## config.mk

```make
export PLATFORM = sky130hd
export DESIGN_NAME = swerv_axi_rd_arb
export DESIGN_NICKNAME = d
export VERILOG_FILES = /design/src/rtl/swerv_axi_arb_pkg.sv /design/src/rtl/swerv_rr_arb3.sv /design/src/rtl/swerv_axi_rd_arb.sv
export SDC_FILE = /design/constraint.sdc
export NUM_CORES = 1
export LEC_CHECK = 0
export CORE_AREA = 2 2 136 138
export CTS_BUF_LIST = sky130_fd_sc_hd__clkbuf_4
export CTS_CLUSTER_SIZE = 25
export DETAILED_ROUTE_END_ITERATION = 7
export DIE_AREA = 0 0 138 140
export GPL_ROUTABILITY_DRIVEN = 0
export GPL_TIMING_DRIVEN = 0
export SYNTH_ARGS = -nofsm -noshare
export SYNTH_HDL_FRONTEND = slang
export SYNTH_SLANG_ARGS = --single-unit
```

## constraint.sdc

```tcl
create_clock -name clk -period 3.4 [get_ports clk]
set_input_delay 0.34 -clock clk [delete_from_list [all_inputs] [get_ports clk]]
set_output_delay 0.34 -clock clk [all_outputs]
set_load 0.05 [all_outputs]
```

## src/rtl/swerv_axi_arb_pkg.sv

```systemverilog
// swerv_axi_arb_pkg
//   Shared definitions for the SweRV AXI read-channel arbiter:
//   requester index constants, the AR slice payload struct, the slice FSM
//   state enum and a mod-3 increment helper for the round-robin pointer.
//   Optional build macro used by the users of this package:
//     SWERV_AXI_ARB_LSU_PRIO_EN - LSU gets fixed top priority.
package swerv_axi_arb_pkg;

    localparam logic [1:0] IFU     = 2'd0;
    localparam logic [1:0] LSU     = 2'd1;
    localparam logic [1:0] SB      = 2'd2;
    localparam logic [1:0] BAD_IDX = 2'd3;   // no requester behind this index

    typedef enum logic {
        IDLE = 1'b0,   // AR slice empty
        HOLD = 1'b1    // AR slice full, m_arvalid high
    } arb_state_e;

    // Requester-independent part of the registered AR; the requester's
    // own ID is held beside it because its width is a module parameter.
    typedef struct packed {
        logic [1:0]  idx;
        logic [31:0] addr;
        logic [7:0]  len;
        logic [2:0]  size;
    } ar_slice_t;

    function automatic logic [1:0] rr_inc(input logic [1:0] i);
        return (i >= SB) ? IFU : i + 2'd1;
    endfunction

endpackage

```

## src/rtl/swerv_rr_arb3.sv

```systemverilog
// swerv_rr_arb3
//   Three-way arbiter with the pointer register kept inside.
//   Default build: round-robin, search starts at the pointer, pointer moves
//   to (winner+1) mod 3 after each grant.
//   SWERV_AXI_ARB_LSU_PRIO_EN defined: LSU always wins when it requests;
//   IFU and SB round-robin between themselves, and an LSU grant leaves
//   their pointer untouched.
// Ports:
//   clk, rst_l - clock, async active-low reset
//   req        - per-requester request (AR valid)
//   elig       - per-requester eligibility (below outstanding limit)
//   en         - the AR slice can accept a new entry this cycle
//   gnt        - one-hot grant, zero when nothing is granted
module swerv_rr_arb3
    import swerv_axi_arb_pkg::*;
(
    input  logic       clk,
    input  logic       rst_l,
    input  logic [2:0] req,
    input  logic [2:0] elig,
    input  logic       en,
    output logic [2:0] gnt
);

    logic [1:0] ptr_q;
    logic [1:0] win;
    logic       found;
    logic [2:0] cand;

`ifdef SWERV_AXI_ARB_LSU_PRIO_EN
    logic [1:0] other;

    always_comb begin
        cand  = req & elig & {3{en}};
        other = (ptr_q == IFU) ? SB : IFU;
        found = 1'b0;
        win   = ptr_q;
        if (cand[LSU]) begin
            found = 1'b1;
            win   = LSU;
        end else if (cand[ptr_q]) begin
            found = 1'b1;
            win   = ptr_q;
        end else if (cand[other]) begin
            found = 1'b1;
            win   = other;
        end
        gnt = found ? (3'b001 << win) : 3'b000;
    end

    // Pointer only ever holds IFU or SB in this mode.
    always_ff @(posedge clk or negedge rst_l) begin
        if (!rst_l)                    ptr_q <= IFU;
        else if (found && win != LSU)  ptr_q <= (win == IFU) ? SB : IFU;
    end
`else
    logic [1:0] idx;

    always_comb begin
        cand  = req & elig & {3{en}};
        found = 1'b0;
        win   = ptr_q;
        idx   = ptr_q;
        for (int k = 0; k < 3; k++) begin
            if (!found && cand[idx]) begin
                found = 1'b1;
                win   = idx;
            end
            idx = rr_inc(idx);
        end
        gnt = found ? (3'b001 << win) : 3'b000;
    end

    always_ff @(posedge clk or negedge rst_l) begin
        if (!rst_l)      ptr_q <= IFU;
        else if (found)  ptr_q <= rr_inc(win);
    end
`endif

endmodule

```

## src/rtl/swerv_axi_rd_arb.sv

```systemverilog
// swerv_axi_rd_arb
//   Merges the AXI read channels of IFU (0), LSU (1) and SB (2) onto one
//   downstream port. AR: arbitrated into a one-entry output slice
//   (m_arvalid one cycle after grant), m_arid = {requester idx, s_arid}.
//   R: steered back combinationally by the top two bits of m_rid; index 3
//   is drained (m_rready=1) and flags the sticky rid_err.
//   Each requester is limited to MAX_OUTST outstanding bursts.
//   Build macro: SWERV_AXI_ARB_LSU_PRIO_EN (see swerv_rr_arb3).
// Ports:
//   clk, rst_l                         - clock, async active-low reset
//   s_ar{valid,ready,id,addr,len,size} - per-requester AR, flattened x3
//   s_r{valid,last,ready}              - per-requester R handshake
//   s_r{id,data,resp}                  - shared R payload
//   m_ar*, m_r*                        - downstream AR / R channels
//   rid_err                            - sticky illegal-R-index flag
module swerv_axi_rd_arb
    import swerv_axi_arb_pkg::*;
#(
    parameter int TAG_W     = 3,
    parameter int MAX_OUTST = 4
) (
    input  logic                 clk,
    input  logic                 rst_l,
    input  logic [2:0]           s_arvalid,
    output logic [2:0]           s_arready,
    input  logic [3*TAG_W-1:0]   s_arid,
    input  logic [3*32-1:0]      s_araddr,
    input  logic [3*8-1:0]       s_arlen,
    input  logic [3*3-1:0]       s_arsize,
    output logic [2:0]           s_rvalid,
    output logic [2:0]           s_rlast,
    input  logic [2:0]           s_rready,
    output logic [TAG_W-1:0]     s_rid,
    output logic [63:0]          s_rdata,
    output logic [1:0]           s_rresp,
    output logic                 m_arvalid,
    input  logic                 m_arready,
    output logic [TAG_W+1:0]     m_arid,
    output logic [31:0]          m_araddr,
    output logic [7:0]           m_arlen,
    output logic [2:0]           m_arsize,
    input  logic                 m_rvalid,
    output logic                 m_rready,
    input  logic [TAG_W+1:0]     m_rid,
    input  logic [63:0]          m_rdata,
    input  logic [1:0]           m_rresp,
    input  logic                 m_rlast,
    output logic                 rid_err
);

    localparam int              CNT_W   = 4;
    localparam logic [CNT_W-1:0] MAX_CNT = CNT_W'(MAX_OUTST);

    arb_state_e              state_q, state_d;
    logic                    slice_free;
    logic [2:0]              gnt, elig, dec;
    logic                    any_gnt;
    ar_slice_t               slice_q, slice_d;
    logic [TAG_W-1:0]        sid_q, sid_d;
    logic [2:0][CNT_W-1:0]   cnt_q;
    logic [1:0]              ridx;
    logic [2:0]              rsel;
    logic                    rid_err_q;

    // ---------------- AR arbitration ----------------
    always_comb begin
        for (int i = 0; i < 3; i++) elig[i] = (cnt_q[i] < MAX_CNT);
    end

    // rst_l gating keeps s_arready low while reset is held, even though
    // the slice looks free in IDLE.
    swerv_rr_arb3 u_arb (
        .clk   (clk),
        .rst_l (rst_l),
        .req   (s_arvalid),
        .elig  (elig),
        .en    (slice_free & rst_l),
        .gnt   (gnt)
    );

    assign s_arready = gnt;
    assign any_gnt   = |gnt;

    // ---------------- slice FSM ----------------
    always_ff @(posedge clk or negedge rst_l) begin
        if (!rst_l) state_q <= IDLE;
        else        state_q <= state_d;
    end

    always_comb begin
        state_d = state_q;
        case (state_q)
            IDLE:    if (any_gnt) state_d = HOLD;
            HOLD:    if (m_arready && !any_gnt) state_d = IDLE;
            default: state_d = IDLE;
        endcase
    end

    // Slice can take a new entry when empty or when drained this cycle.
    always_comb begin
        m_arvalid  = (state_q == HOLD);
        slice_free = (state_q == IDLE) || m_arready;
    end

    // ---------------- AR slice payload ----------------
    always_comb begin
        slice_d = slice_q;
        sid_d   = sid_q;
        for (int i = 0; i < 3; i++) begin
            if (gnt[i]) begin
                slice_d.idx  = 2'(i);
                slice_d.addr = s_araddr[i*32 +: 32];
                slice_d.len  = s_arlen[i*8 +: 8];
                slice_d.size = s_arsize[i*3 +: 3];
                sid_d        = s_arid[i*TAG_W +: TAG_W];
            end
        end
    end

    always_ff @(posedge clk or negedge rst_l) begin
        if (!rst_l) begin
            slice_q <= '0;
            sid_q   <= '0;
        end else if (any_gnt) begin
            slice_q <= slice_d;
            sid_q   <= sid_d;
        end
    end

    assign m_arid   = {slice_q.idx, sid_q};
    assign m_araddr = slice_q.addr;
    assign m_arlen  = slice_q.len;
    assign m_arsize = slice_q.size;

    // ---------------- R routing ----------------
    assign ridx     = m_rid[TAG_W+1:TAG_W];
    assign rsel     = (ridx == BAD_IDX) ? 3'b000 : (3'b001 << ridx);
    assign s_rvalid = rsel & {3{m_rvalid}};
    assign s_rlast  = rsel & {3{m_rlast}};
    assign m_rready = (ridx == BAD_IDX) || (|(rsel & s_rready));
    assign s_rid    = m_rid[TAG_W-1:0];
    assign s_rdata  = m_rdata;
    assign s_rresp  = m_rresp;

    always_ff @(posedge clk or negedge rst_l) begin
        if (!rst_l)                              rid_err_q <= 1'b0;
        else if (m_rvalid && ridx == BAD_IDX)    rid_err_q <= 1'b1;
    end
    assign rid_err = rid_err_q;

    // ---------------- outstanding counters ----------------
    assign dec = s_rvalid & s_rready & {3{m_rlast}};

    // Simultaneous AR grant and last-beat return cancel out; the guards
    // keep the counter from wrapping in either direction.
    always_ff @(posedge clk or negedge rst_l) begin
        if (!rst_l) begin
            cnt_q <= '0;
        end else begin
            for (int i = 0; i < 3; i++) begin
                if (gnt[i] && !dec[i] && cnt_q[i] < MAX_CNT)
                    cnt_q[i] <= cnt_q[i] + 1'b1;
                else if (dec[i] && !gnt[i] && cnt_q[i] != '0)
                    cnt_q[i] <= cnt_q[i] - 1'b1;
            end
        end
    end

endmodule

```

**After elaboration in Yosys (flattened, before gate mapping)**

Cells that the tools add are included.

- Div/mod/pow operators: 0
- $lt $le $gt $ge: 9
- Add/subtract/negate cells: 9
- Bitwise logic cells: 9
- Eq/ne operators: 1
- Shift operators: 2
- Multipliers: 0
- Reduce and logical (&&, ||, !) cells: 37
- Mux-type cells: 31

Operator list:

| operator | count |
|---|---|
| $mux 45 | 3 |
| $mux 4 | 6 |
| $and 3x3->3 | 7 |
| $logic_and 1x1->1 | 16 |
| $mux 3 | 5 |
| $add 4x1->4 const B | 3 |
| $lt 4x3->1 const B | 3 |
| $reduce_bool 4->1 | 3 |
| $sub 4x1->4 const B | 3 |
| $mux 2 | 5 |
| $logic_not 1->1 | 9 |
| $lt 2x3->1 const B | 3 |
| $mux 1 | 8 |
| $add 2x1->2 const B | 3 |
| $bmux 1 s2 | 3 |
| $ge 2x2->1 const B | 3 |
| $reduce_bool 2->1 | 3 |
| $reduce_or 3->1 | 2 |
| $shl 1x2->3 const A | 2 |
| $reduce_bool 3->1 | 1 |
| $eq 2x2->1 const B | 1 |
| $logic_or 1x1->1 | 2 |
| $pmux 1 s2 | 1 |
| $reduce_and 2->1 | 1 |
| other kinds (2) | 2 |

- Memories: 0
- Bits in read-only memories: 0
- Output and inout bits: 129
- Bits in writable memories: 0
- Bits in latches: 0
- Bits of input ports: 220
- Register bits after elaboration: 64

**Logic depth before layout (Yosys ltp)**

Gate-level depths: netlist of the first run.

- Depth in word-level cells: 20
- Gate-level depth with buffers: 13
- Mapped depth without buffers: 11

**Cells and area by module**

Synthesis of the first run repeated with hierarchy kept, for this count alone.

- Cells, all modules: 542
- Area, all modules: 4535.6 sq um

By module, submodules not included:

| module | cells an instance | instances | area each (sq um) |
|---|---|---|---|
| swerv_axi_rd_arb | 519 | 1 | 4359.2 |
| swerv_rr_arb3 | 23 | 1 | 176.4 |

**Worst setup path after synthesis of the first run**

OpenSTA, ideal clock, no wires.

- Kind: reg-to-reg
- Start: reg cnt_q[7] in the netlist's numbering
- End: reg cnt_q[7] in the netlist's numbering
- Data arrival time: 3.061 ns
- Setup slack: 0.269 ns
- Cell stages (with the launch flop): 14
- Required time: 3.331 ns
- Clock period less this slack: 3.131 ns
- Path through: dfrtp_1 -> clkbuf_1 -> nor3b_1 -> and3_1 -> nand3_1 -> inv_2 -> buf_2 -> nand2_1 -> ha_1 -> a21o_1 -> a21oi_1 -> nand2_1 -> or4_1 -> nand3_1

- Longest elaborated chain between the ends: 18

Ends and longest elaborated chain:

| what | RTL line | source |
|---|---|---|
| from (decl) | swerv_axi_rd_arb.sv:60 | `logic [2:0][CNT_W-1:0] cnt_q;` |
| from (signal, indexed assignment) | swerv_axi_rd_arb.sv:162 | `cnt_q[i] <= cnt_q[i] + 1'b1;` |
| from (signal, indexed assignment) | swerv_axi_rd_arb.sv:164 | `cnt_q[i] <= cnt_q[i] - 1'b1;` |
| $lt 4x3->1 (*) | swerv_axi_rd_arb.sv:67 | `for (int i = 0; i < 3; i++) elig[i] = (cnt_q[i] < MAX_CNT);` |
| $and 3x3->3 (*) (2 in a row) | swerv_rr_arb3.sv:60 | `cand = req & elig & {3{en}};` |
| $bmux 1 s2 | swerv_rr_arb3.sv:65 | `if (!found && cand[idx]) begin` |
| $mux 1 (implied by the code) | swerv_rr_arb3.sv:65 |  |
| $mux 1 | swerv_rr_arb3.sv:65 |  |
| $logic_not 1->1 | swerv_rr_arb3.sv:65 |  |
| $logic_and 1x1->1 | swerv_rr_arb3.sv:65 |  |
| $mux 1 | swerv_rr_arb3.sv:65 |  |
| $logic_not 1->1 | swerv_rr_arb3.sv:65 |  |
| $logic_and 1x1->1 | swerv_rr_arb3.sv:65 |  |
| $mux 2 | swerv_rr_arb3.sv:65 |  |
| $shl 1x2->3 | swerv_rr_arb3.sv:71 | `gnt = found ? (3'b001 << win) : 3'b000;` |
| $mux 3 (*) | swerv_rr_arb3.sv:71 |  |
| via s_arready[1] | swerv_axi_rd_arb.sv:25 | `output logic [2:0] s_arready,` |
| $logic_not 1->1 | swerv_axi_rd_arb.sv:163 | `else if (dec[i] && !gnt[i] && cnt_q[i] != '0)` |
| $logic_and 1x1->1 (2 in a row) | swerv_axi_rd_arb.sv:163 |  |
| $reduce_bool 2->1 (no source line) | n/a |  |

Mark *: on every way through the listed nets, which the timed path passes. The rest lies on a longest branch. The select of a mux whose other input is x is not followed.
A chain may end at the register's enable or synchronous reset.

**Final worst setup path of the first run**

- Start: reg cnt_q[2] in the netlist's numbering
- End: out s_arready[0]

- Longest elaborated chain between the ends: 14

Ends and longest elaborated chain:

| what | RTL line |
|---|---|
| $lt 4x3->1 (*) | swerv_axi_rd_arb.sv:67 |
| $and 3x3->3 (*) (2 in a row) | swerv_rr_arb3.sv:60 |
| $bmux 1 s2 | swerv_rr_arb3.sv:65 |
| $mux 1 (implied by the code) | swerv_rr_arb3.sv:65 |
| $mux 1 | swerv_rr_arb3.sv:65 |
| $logic_not 1->1 | swerv_rr_arb3.sv:65 |
| $logic_and 1x1->1 | swerv_rr_arb3.sv:65 |
| $mux 1 | swerv_rr_arb3.sv:65 |
| $logic_not 1->1 | swerv_rr_arb3.sv:65 |
| $logic_and 1x1->1 | swerv_rr_arb3.sv:65 |
| $mux 2 | swerv_rr_arb3.sv:65 |
| $shl 1x2->3 | swerv_rr_arb3.sv:71 |
| $mux 3 (*) | swerv_rr_arb3.sv:71 |
| to (decl) | swerv_axi_rd_arb.sv:25 |

Every way passes the cells marked *; elsewhere a longest branch is shown, timed or not. The select of a mux whose other input is x is not followed.

==> results of run 1 <==
## critical path: stages, from the launching register on
cell and delay, ps:
dfrtp_1 460, nor3b_1 500, and3_1 340, o211ai_1 220
inv_2 160, clkdlybuf4s50_1 810
## flip-flops by register name, summed over array words and instances (netlist names)
name,count
m_arsize,3
m_arlen,8
sid_q,3
m_arvalid,1
rid_err,1
u_arb.ptr_q,2
m_arid,2
cnt_q,12
m_araddr,32
## placed cells by master, fill, tap and decap left out, types with 3 or more instances in the layout
master / synthesis / routed
clkdlybuf4s50_1: 0 / 276
a21oi_1: 100 / 100
buf_4: 71 / 72
dfrtp_1: 64 / 64
nand2_1: 58 / 58
o22ai_1: 46 / 46
clkbuf_1: 18 / 16
nor2_1: 13 / 13
clkbuf_4: 0 / 10
o21ai_0: 9 / 9
and2_1: 8 / 8
nor3_1: 8 / 8
mux2i_1: 7 / 7
buf_2: 7 / 6
nand3_1: 8 / 6
ha_1: 6 / 6
a21o_1: 5 / 5
and3_1: 6 / 5
buf_1: 4 / 4
nor2b_1: 4 / 4
inv_1: 4 / 4
buf_6: 2 / 3
o211ai_1: 3 / 3
a211oi_1: 3 / 3
xnor2_1: 3 / 3
fa_1: 3 / 3
## stage by stage
step,setup slack (ps),instance area (um^2),power [mW]
after floorplan,269,4210,3.59
after global placement,-3140,7290,4.79
after detailed placement,-502,7310,4.81
after CTS,82.2,7500,5.48
after global routing,-32.8,7520,5.77
final,113,7520,5.43
## timing repair
action	in CTS	in global routing
hold endpoints to repair	24	0
endpoints found under the setup margin	3	3
pin swaps	0	1
resized for setup	6	9
gates cloned	0	0
hold buffers	1	0
## synthesized netlist by cell type, drive strengths merged, types with 3 or more instances
master / count / area [um^2]
fa: 3 / 60.1
mux2i: 7 / 70.1
o21ai: 9 / 45.0
a211oi: 3 / 22.5
dfrtp: 64 / 1600
nor3: 8 / 40.0
o211ai: 4 / 35.0
and3: 6 / 37.5
o22ai: 46 / 288
nand2: 58 / 218
nor2: 13 / 48.8
nor3b: 3 / 22.5
clkbuf: 18 / 67.6
inv: 7 / 28.8
or4: 3 / 26.3
buf: 84 / 606
a21oi: 100 / 500
xnor2: 3 / 26.3
nor2b: 4 / 25.0
ha: 6 / 75.1
nand3: 8 / 40.0
and2: 8 / 50.1
a21o: 5 / 37.5
## power groups by stage
stage / Clock, mW / Sequential (mW) / Combinational (mW)
floorplan: 0 / 2.32 / 1.28
global placement: 0 / 1.40 / 3.40
detailed placement: 0 / 1.39 / 3.42
CTS: 0.659 / 1.39 / 3.43
global route: 0.677 / 1.43 / 3.66
finish: 0.628 / 1.38 / 3.42
## per-layer routing
layer | global-route usage, % | part of all wire (%) | vias up
li1 | - | - | 2300
met1 | 20.5 | 40 | 2163
met2 | 29.5 | 50 | 206
met3 | 5.74 | 8.6 | 12
met4 | 5.80 | 1.3 | 0
met5 | 0 | 0 | -
## worst paths after layout
check,start,to,slack (ps),cells past startpoint
max,cnt_q[2],s_arready[0],110,5
min,rst_l,cnt_q[1],340,2
max reg2reg,cnt_q[10],cnt_q[11],180,13
min reg2reg,rid_err,rid_err,480,1
max in group asynchronous,rst_l,m_araddr[20],2530,3
min in group clk,s_arsize[2],m_arsize[2],410,3
## cell type report
type                            instances  area [um^2]
Antenna cell                            2         5.00
Clock buffer                           10         75.1
Tap cell                              229          287
Inverter                                7         31.3
Buffer                                102          678
Fill cell                            1805        10300
Sequential cell                        64         1600
Clock inverter                          6         83.8
Multi-Input combinational cell        322         1930
Timing Repair Buffer                  281         2830
## kinds of logic after synthesis
group | count (synthesis) | synth area share, %
mux | 8 | 2.02
xor+xnor | 5 | 1.04
compound gates | 179 | 25.1
buf+inv | 109 | 16.7
flops | 64 | 38.0
fa+ha+maj | 9 | 3.21
simple gates | 121 | 14.0
==> reports/metrics.cfg, run 1 <==
[run_status]
status = finished, final reports clean

[timing]
slew_violations = 0
period_needed_ps = 3290
slew_headroom_pct = 53.2
fin_hold_ws_ps = 337
setup_viol = 0
max_freq_ghz = 0.304
tns_ps = 0
rsz0062_at_grt = true
period_share_pct = 96.7
tightest_slew_ps = 701
skew_ps = 17.7
final-hold-violation-count = 0

[logic_synthesis]
synthCells = 495
synthFlopType = dfrtp_1
synth_cell_type_count = 48
yosys_warnings = 0
synth_edf_count = 0
yosysSeqAreaShare_pct = 38.0
syn-num-nets = 724
async_reset_ff_share_pct = 100
synth_area_um2 = 4210
synth-seq-cells = 64
avgSynthCellArea_um2 = 8.51

[critical_path]
cp_data_arrival_time_ps = 2950
end_kind = primary output
critPathKind = flip-flop to primary output
startpoint_type = flip-flop
worstPathRequired_ps = 3060
crit_fanout = 7

[clock_tree]
cts_buffers = 9
cts_tree = done
postCtsSetupRepairBufs = 0
clk_pin_slew_worst_paths_ps = 120
clock-sinks = 64
cts_max_path_buffers = 2
insertion_delay_ps = 450
htreeDepth = 3
clockRootBuffer = clkbuf_4

[layout]
nNetsFinal = 1016
area_growth_pct = 78.7
layout-drive-gt1-share_pct = 14.5
fin_util_pct = 42.3
final_cell_count_no_fill = 1023

[power_and_ir_drop]
p_leak_nw = 3.19
ir_worst_vdd_mv = 0.429
p_sw_share_pct = 50.3
p_comb_share_pct = 63.0
p_seq_share_pct = 25.5
intPower_mw = 2.70
p_sw_mw = 2.73
power.density_nw_per_um2 = 722
clkPwrFrac_pct = 11.6

[floorplanning]
core_um2 = 17800
dieArea_um2 = 19300
start_util_pct = 23.7
rows = 49
fp.dieH_um = 140
die_w_um = 138
io_pins = 349

[routing]
drtIter0Drc = 203
detail_route.wl_per_cell_um = 17.1
num_vias = 4681
vias_per_cell = 4.58
ant_nets = 0
drc_errors = 0
drt-total-wl_um = 17400
drtPass1Iterations = 4

[placement]
port_buffers = 279
hpwl_um = 13500
dp_cells = 1004

[grt]
antenna_found_initial = 2
grt_max_degree = 41
grt_pass1_vias = 4700
grt_overflow = 0
grt_usage_pct = 17.3
grt_pass1_wl_um = 26000

[min_path]
min_path_type = primary input to asynchronous set/reset pin

[flow_run]
cap_violations = 0

(Power assumes the default switching activity.)
==> inputs of run 2 (changes only) <==
--- a/config.mk
+++ b/config.mk
@@ -5,6 +5,7 @@
 export SDC_FILE = /design/constraint.sdc
 export NUM_CORES = 1
 export LEC_CHECK = 0
+export CAP_MARGIN = 10
 export CORE_AREA = 2 2 136 138
 export CTS_BUF_LIST = sky130_fd_sc_hd__clkbuf_4
 export CTS_CLUSTER_SIZE = 25
==> constraint.sdc (replaced) <==
create_clock -name clk -period 3.4 [get_ports clk]
set_input_delay 0.68 -clock clk [delete_from_list [all_inputs] [get_ports clk]]
set_output_delay 0.68 -clock clk [all_outputs]
set_load 0.05 [all_outputs]
==> reports/metrics.cfg, run 2 (synthesized netlist as in run 1, its figures left out) <==
[run_status]
status = finished, final reports clean

[power_and_ir_drop]
p_leak_nw = 3.18
ir_worst_vdd_mv = 0.429
power.density_nw_per_um2 = 722

[layout]
layout-drive-gt1-share_pct = 15.2
area_growth_pct = 78.8
stdcell_area_um2 = 7530
regArea_um2 = 1600
fillers = 1804
final_common_cell = clkdlybuf4s50_1
multiInputGateArea_um2 = 1950
largest_reg_flops = 32
nNetsFinal = 1016
layout_common_cells = clkdlybuf4s50_1, a21oi_1, buf_4, dfrtp_1, nand2_1
final_cell_count_no_fill = 1023

[placement]
dp_cells = 1004
hpwl_um = 13500
port_buffers = 279
dpl-instance-area_um2 = 7310

[routing]
drtIter0Drc = 187
drc_errors = 0
num_vias = 4696
drtPass1Iterations = 4
ant_nets = 0
drt-total-wl_um = 17500
vias_per_cell = 4.59
detail_route.wl_per_cell_um = 17.1

[clock_tree]
cts_tree = done
cts_max_path_buffers = 2
clk_pin_slew_worst_paths_ps = 120
clock-sinks = 64
insertion_delay_ps = 450
cts_buffers = 9
clockRootBuffer = clkbuf_4
htreeDepth = 3

[critical_path]
r2r_end = cnt_q[11]
r2r-start = cnt_q[10]
cp_data_arrival_time_ps = 3610
crit_chain = clkdlybuf4s50_1, nor3b_2, nand3_1, or3_1, buf_4, inv_4, nand2_1, ha_1, a21o_1, a21oi_1, nand2_1, or4_4, o211ai_2
crit_family = simple AND/OR/NAND/NOR gates
rrSetupSlack_ps = 260
critPathKind = primary input to flip-flop
crit_buf_inv = 3
end_kind = flip-flop
cp_slowest_stage_delay_ps = 510
crit_fanout = 8
worstPathRequired_ps = 3770
cp_common_cell = nand2_1
path_depth = 13
startpoint_type = primary input
crit_slowest_cell = clkdlybuf4s50_1
r2r.worst_path.cells = 13

[timing]
skew_ps = 16.5
tightest_slew_ps = 677
setup_viol = 0
period_needed_ps = 3240
max_freq_ghz = 0.309
slew_headroom_pct = 54.9
final-hold-violation-count = 0
slew_violations = 0
period_share_pct = 95.3

[grt]
grt_max_degree = 41
grt_usage_pct = 17.3
antenna_found_initial = 2
grt_overflow = 0
grt_pass1_wl_um = 26100
grt_pass1_vias = 4697

[min_path]
min_path_type = primary input to asynchronous set/reset pin

[floorplanning]
die_w_um = 138
start_util_pct = 23.7
fp.dieH_um = 140
rows = 49
dieArea_um2 = 19300
core_um2 = 17800
io_pins = 349

[flow_run]
cap_violations = 0

run 2: worst max path at each step:
stage | startpoint | endpoint | slack, ps
5_1_grt | s_arvalid[2] | cnt_q[11] | -4
2_1_floorplan | s_arvalid[1] | cnt_q[7] | 160
6_report | s_arvalid[2] | cnt_q[11] | 160
3_5_place_dp | s_arvalid[1] | s_arready[1] | -860
4_1_cts | m_arready | cnt_q[7] | 30
3_3_place_gp | rst_l | s_arready[2] | -3570
run 2: through the flow:
step	hold slack (ps)	setup TNS (ps)	total power, mW	setup slack [ps]	utilization, %
floorplan	384	0	3.59	160	-
global placement	450	-248500	4.79	-3570	41.0
detailed placement	455	-4520	4.81	-858	41.1
CTS	131	0	5.48	30.6	42.1
global route	152	-3.87	5.78	-3.87	42.4
finish	152	0	5.44	160	42.4
run 2: area by class of cell:
| type | count | share of cell area (%) |
|---|---|---|
| Tap cell | 229 | 3.81 |
| Buffer | 102 | 9.04 |
| Inverter | 7 | 0.415 |
| Antenna cell | 2 | 0.0665 |
| Clock buffer | 10 | 0.997 |
| Sequential cell | 64 | 21.3 |
| Timing Repair Buffer | 281 | 37.4 |
| Multi-Input combinational cell | 322 | 25.9 |
| Clock inverter | 6 | 1.11 |
run 2: power by group:
part	total [mW]	leakage [nW]	internal (mW)	switching (mW)
registers	1.39	0.711	1.12	0.263
clock network	0.628	0.0801	0.302	0.326
logic	3.43	2.39	1.28	2.15
total	5.44	3.18	2.70	2.74
run 2: what timing repair did:
item | 4_1_cts | 5_1_grt
setup buffers | 1 | 0
hold endpoints to repair | 0 | 0
endpoints found under the setup margin | 4 | 4
resized for setup | 18 | 9
hold buffers | 0 | 0
run 2: routing by layer:
metal,up-vias,part of all wire (%),GRT usage [%]
li1,2292,-,-
met1,2185,40,20.6
met2,207,51,29.6
met3,12,8.1,5.74
met4,0,1.3,5.80
met5,-,0,0
==> inputs of run 3 (changes only) <==
--- a/config.mk
+++ b/config.mk
@@ -6,11 +6,11 @@
 export NUM_CORES = 1
 export LEC_CHECK = 0
 export CAP_MARGIN = 10
-export CORE_AREA = 2 2 136 138
+export CORE_AREA = 3 3 134 136
 export CTS_BUF_LIST = sky130_fd_sc_hd__clkbuf_4
 export CTS_CLUSTER_SIZE = 25
 export DETAILED_ROUTE_END_ITERATION = 7
-export DIE_AREA = 0 0 138 140
+export DIE_AREA = 0 0 137 139
 export GPL_ROUTABILITY_DRIVEN = 0
 export GPL_TIMING_DRIVEN = 0
 export SYNTH_ARGS = -nofsm -noshare
==> reports/metrics.cfg, run 3 (synthesized netlist as in run 1, its figures left out) <==
[clock_tree]
holdBufCountCts = 0
clk_pin_slew_worst_paths_ps = 110
cts_max_path_buffers = 2
htreeDepth = 3
clock-sinks = 64
insertion_delay_ps = 440
cts_buffers = 9
clockRootBuffer = clkbuf_4
cts_tree = done

[floorplanning]
core_um2 = 17100
io_pins = 349
fp.dieH_um = 139
die_w_um = 137
start_util_pct = 24.7
dieArea_um2 = 19000
rows = 48

[timing]
period_needed_ps = 3300
max_freq_ghz = 0.303
setup_viol = 0
slew_headroom_pct = 57.3
period_share_pct = 97.2
tns_ps = 0
slew_violations = 0
skew_ps = 11.4
fin_hold_ws_ps = 192
tightest_slew_ps = 641
final-hold-violation-count = 0

[routing]
detail_route.wl_per_cell_um = 18.0
ant_nets = 0
drtIter0Drc = 232
drtPass1Iterations = 4
vias_per_cell = 4.68
drc_errors = 0
drt-total-wl_um = 18400
num_vias = 4770

[power_and_ir_drop]
p_comb_share_pct = 64.1
p_leak_nw = 3.16
p_sw_mw = 2.75
ir_worst_vdd_mv = 0.392
clkPwrFrac_pct = 9.7
p_sw_share_pct = 51.3
power.density_nw_per_um2 = 716
p_seq_share_pct = 26.1
intPower_mw = 2.60
finalPower_mw = 5.35

[grt]
grt_pass1_vias = 4829
grt_max_degree = 38
antenna_found_initial = 4
grt_usage_pct = 19.1
grt_pass1_wl_um = 27600
grt_overflow = 0

[layout]
largest_reg_flops = 32
nNetsFinal = 1016
layout-drive-gt1-share_pct = 14.7
final_cell_count_no_fill = 1020
layout_common_cells = clkdlybuf4s50_1, a21oi_1, buf_4, dfrtp_1, nand2_1
fillers = 1754
area_growth_pct = 77.6
final_common_cell = clkdlybuf4s50_1

[min_path]
min_path_type = primary input to asynchronous set/reset pin

[critical_path]
cp_data_arrival_time_ps = 2620
crit_fanout = 8
cp-startpoint = s_arvalid[2]
startpoint_type = primary input
end_kind = primary output
r2r.worst_path.cells = 13
critPathKind = primary input to primary output
r2r-start = cnt_q[10]
worstPathRequired_ps = 2720

[flow_run]
cap_violations = 0

[run_status]
status = finished, final reports clean

[placement]
port_buffers = 279
hpwl_um = 14500
dp_cells = 1000

## run 3: path summary, 6_finish.rpt
kind                                end  slack (ps)
hold / removal                 cnt_q[1]         190
min in group clk                rid_err         480
max in group asynchronous    m_arlen[3]        2620
setup reg to reg               cnt_q[7]         250
hold reg to reg                 rid_err         480
setup / recovery           s_arready[2]         100
## run 3: timing repair
action,4_1_cts,5_1_grt
setup buffers,1,0
gates resized for setup,16,6
pin swaps,0,1
setup endpoints to repair,4,6
## run 3: power by group through the flow
| stage | combinational, mW | clock (mW) | sequential (mW) |
|---|---|---|---|
| 2_1_floorplan | 1.28 | 0 | 2.32 |
| 3_3_place_gp | 3.42 | 0 | 1.40 |
| 3_5_place_dp | 3.44 | 0 | 1.40 |
| 4_1_cts | 3.45 | 0.541 | 1.39 |
| 5_1_grt | 3.69 | 0.573 | 1.45 |
| 6_report | 3.43 | 0.522 | 1.40 |
## run 3: layout make-up
class	instances	area, um^2	area share (%)
clock inverter	6	51.3	0.686
multi-input combinational	322	1940	26.0
antenna	4	10.0	0.134
tap	225	282	3.77
inverter	7	31.3	0.418
timing repair buffer	281	2810	37.6
clock buffer	9	67.6	0.904
sequential	64	1600	21.4
buffer	102	676	9.04
## run 3: critical path, cell delays in order
cell             delay (ps)
clkdlybuf4s50_1         480
nor3b_2                 210
nand3_1                 130
or3_1                   380
buf_4                   170
inv_4                   100
buf_4                   110
clkdlybuf4s18_2         360
## run 3: per-stage QoR
step           cell area (um^2)  worst slack (ps)  util (%)
3_3_place_gp               7280             -3540      42.7
3_5_place_dp               7300              -872      42.8
5_1_grt                    7470             -23.1      43.8
2_1_floorplan              4210               160         -
4_1_cts                    7440              8.19      43.6
6_report                   7480              95.5      43.8
## run 3: routing by layer
layer  track usage [%]  share of wire, %
met1              22.3                38
met2              32.2                51
met3              7.08                10
met4              6.20               1.6
met5                 0             0.071
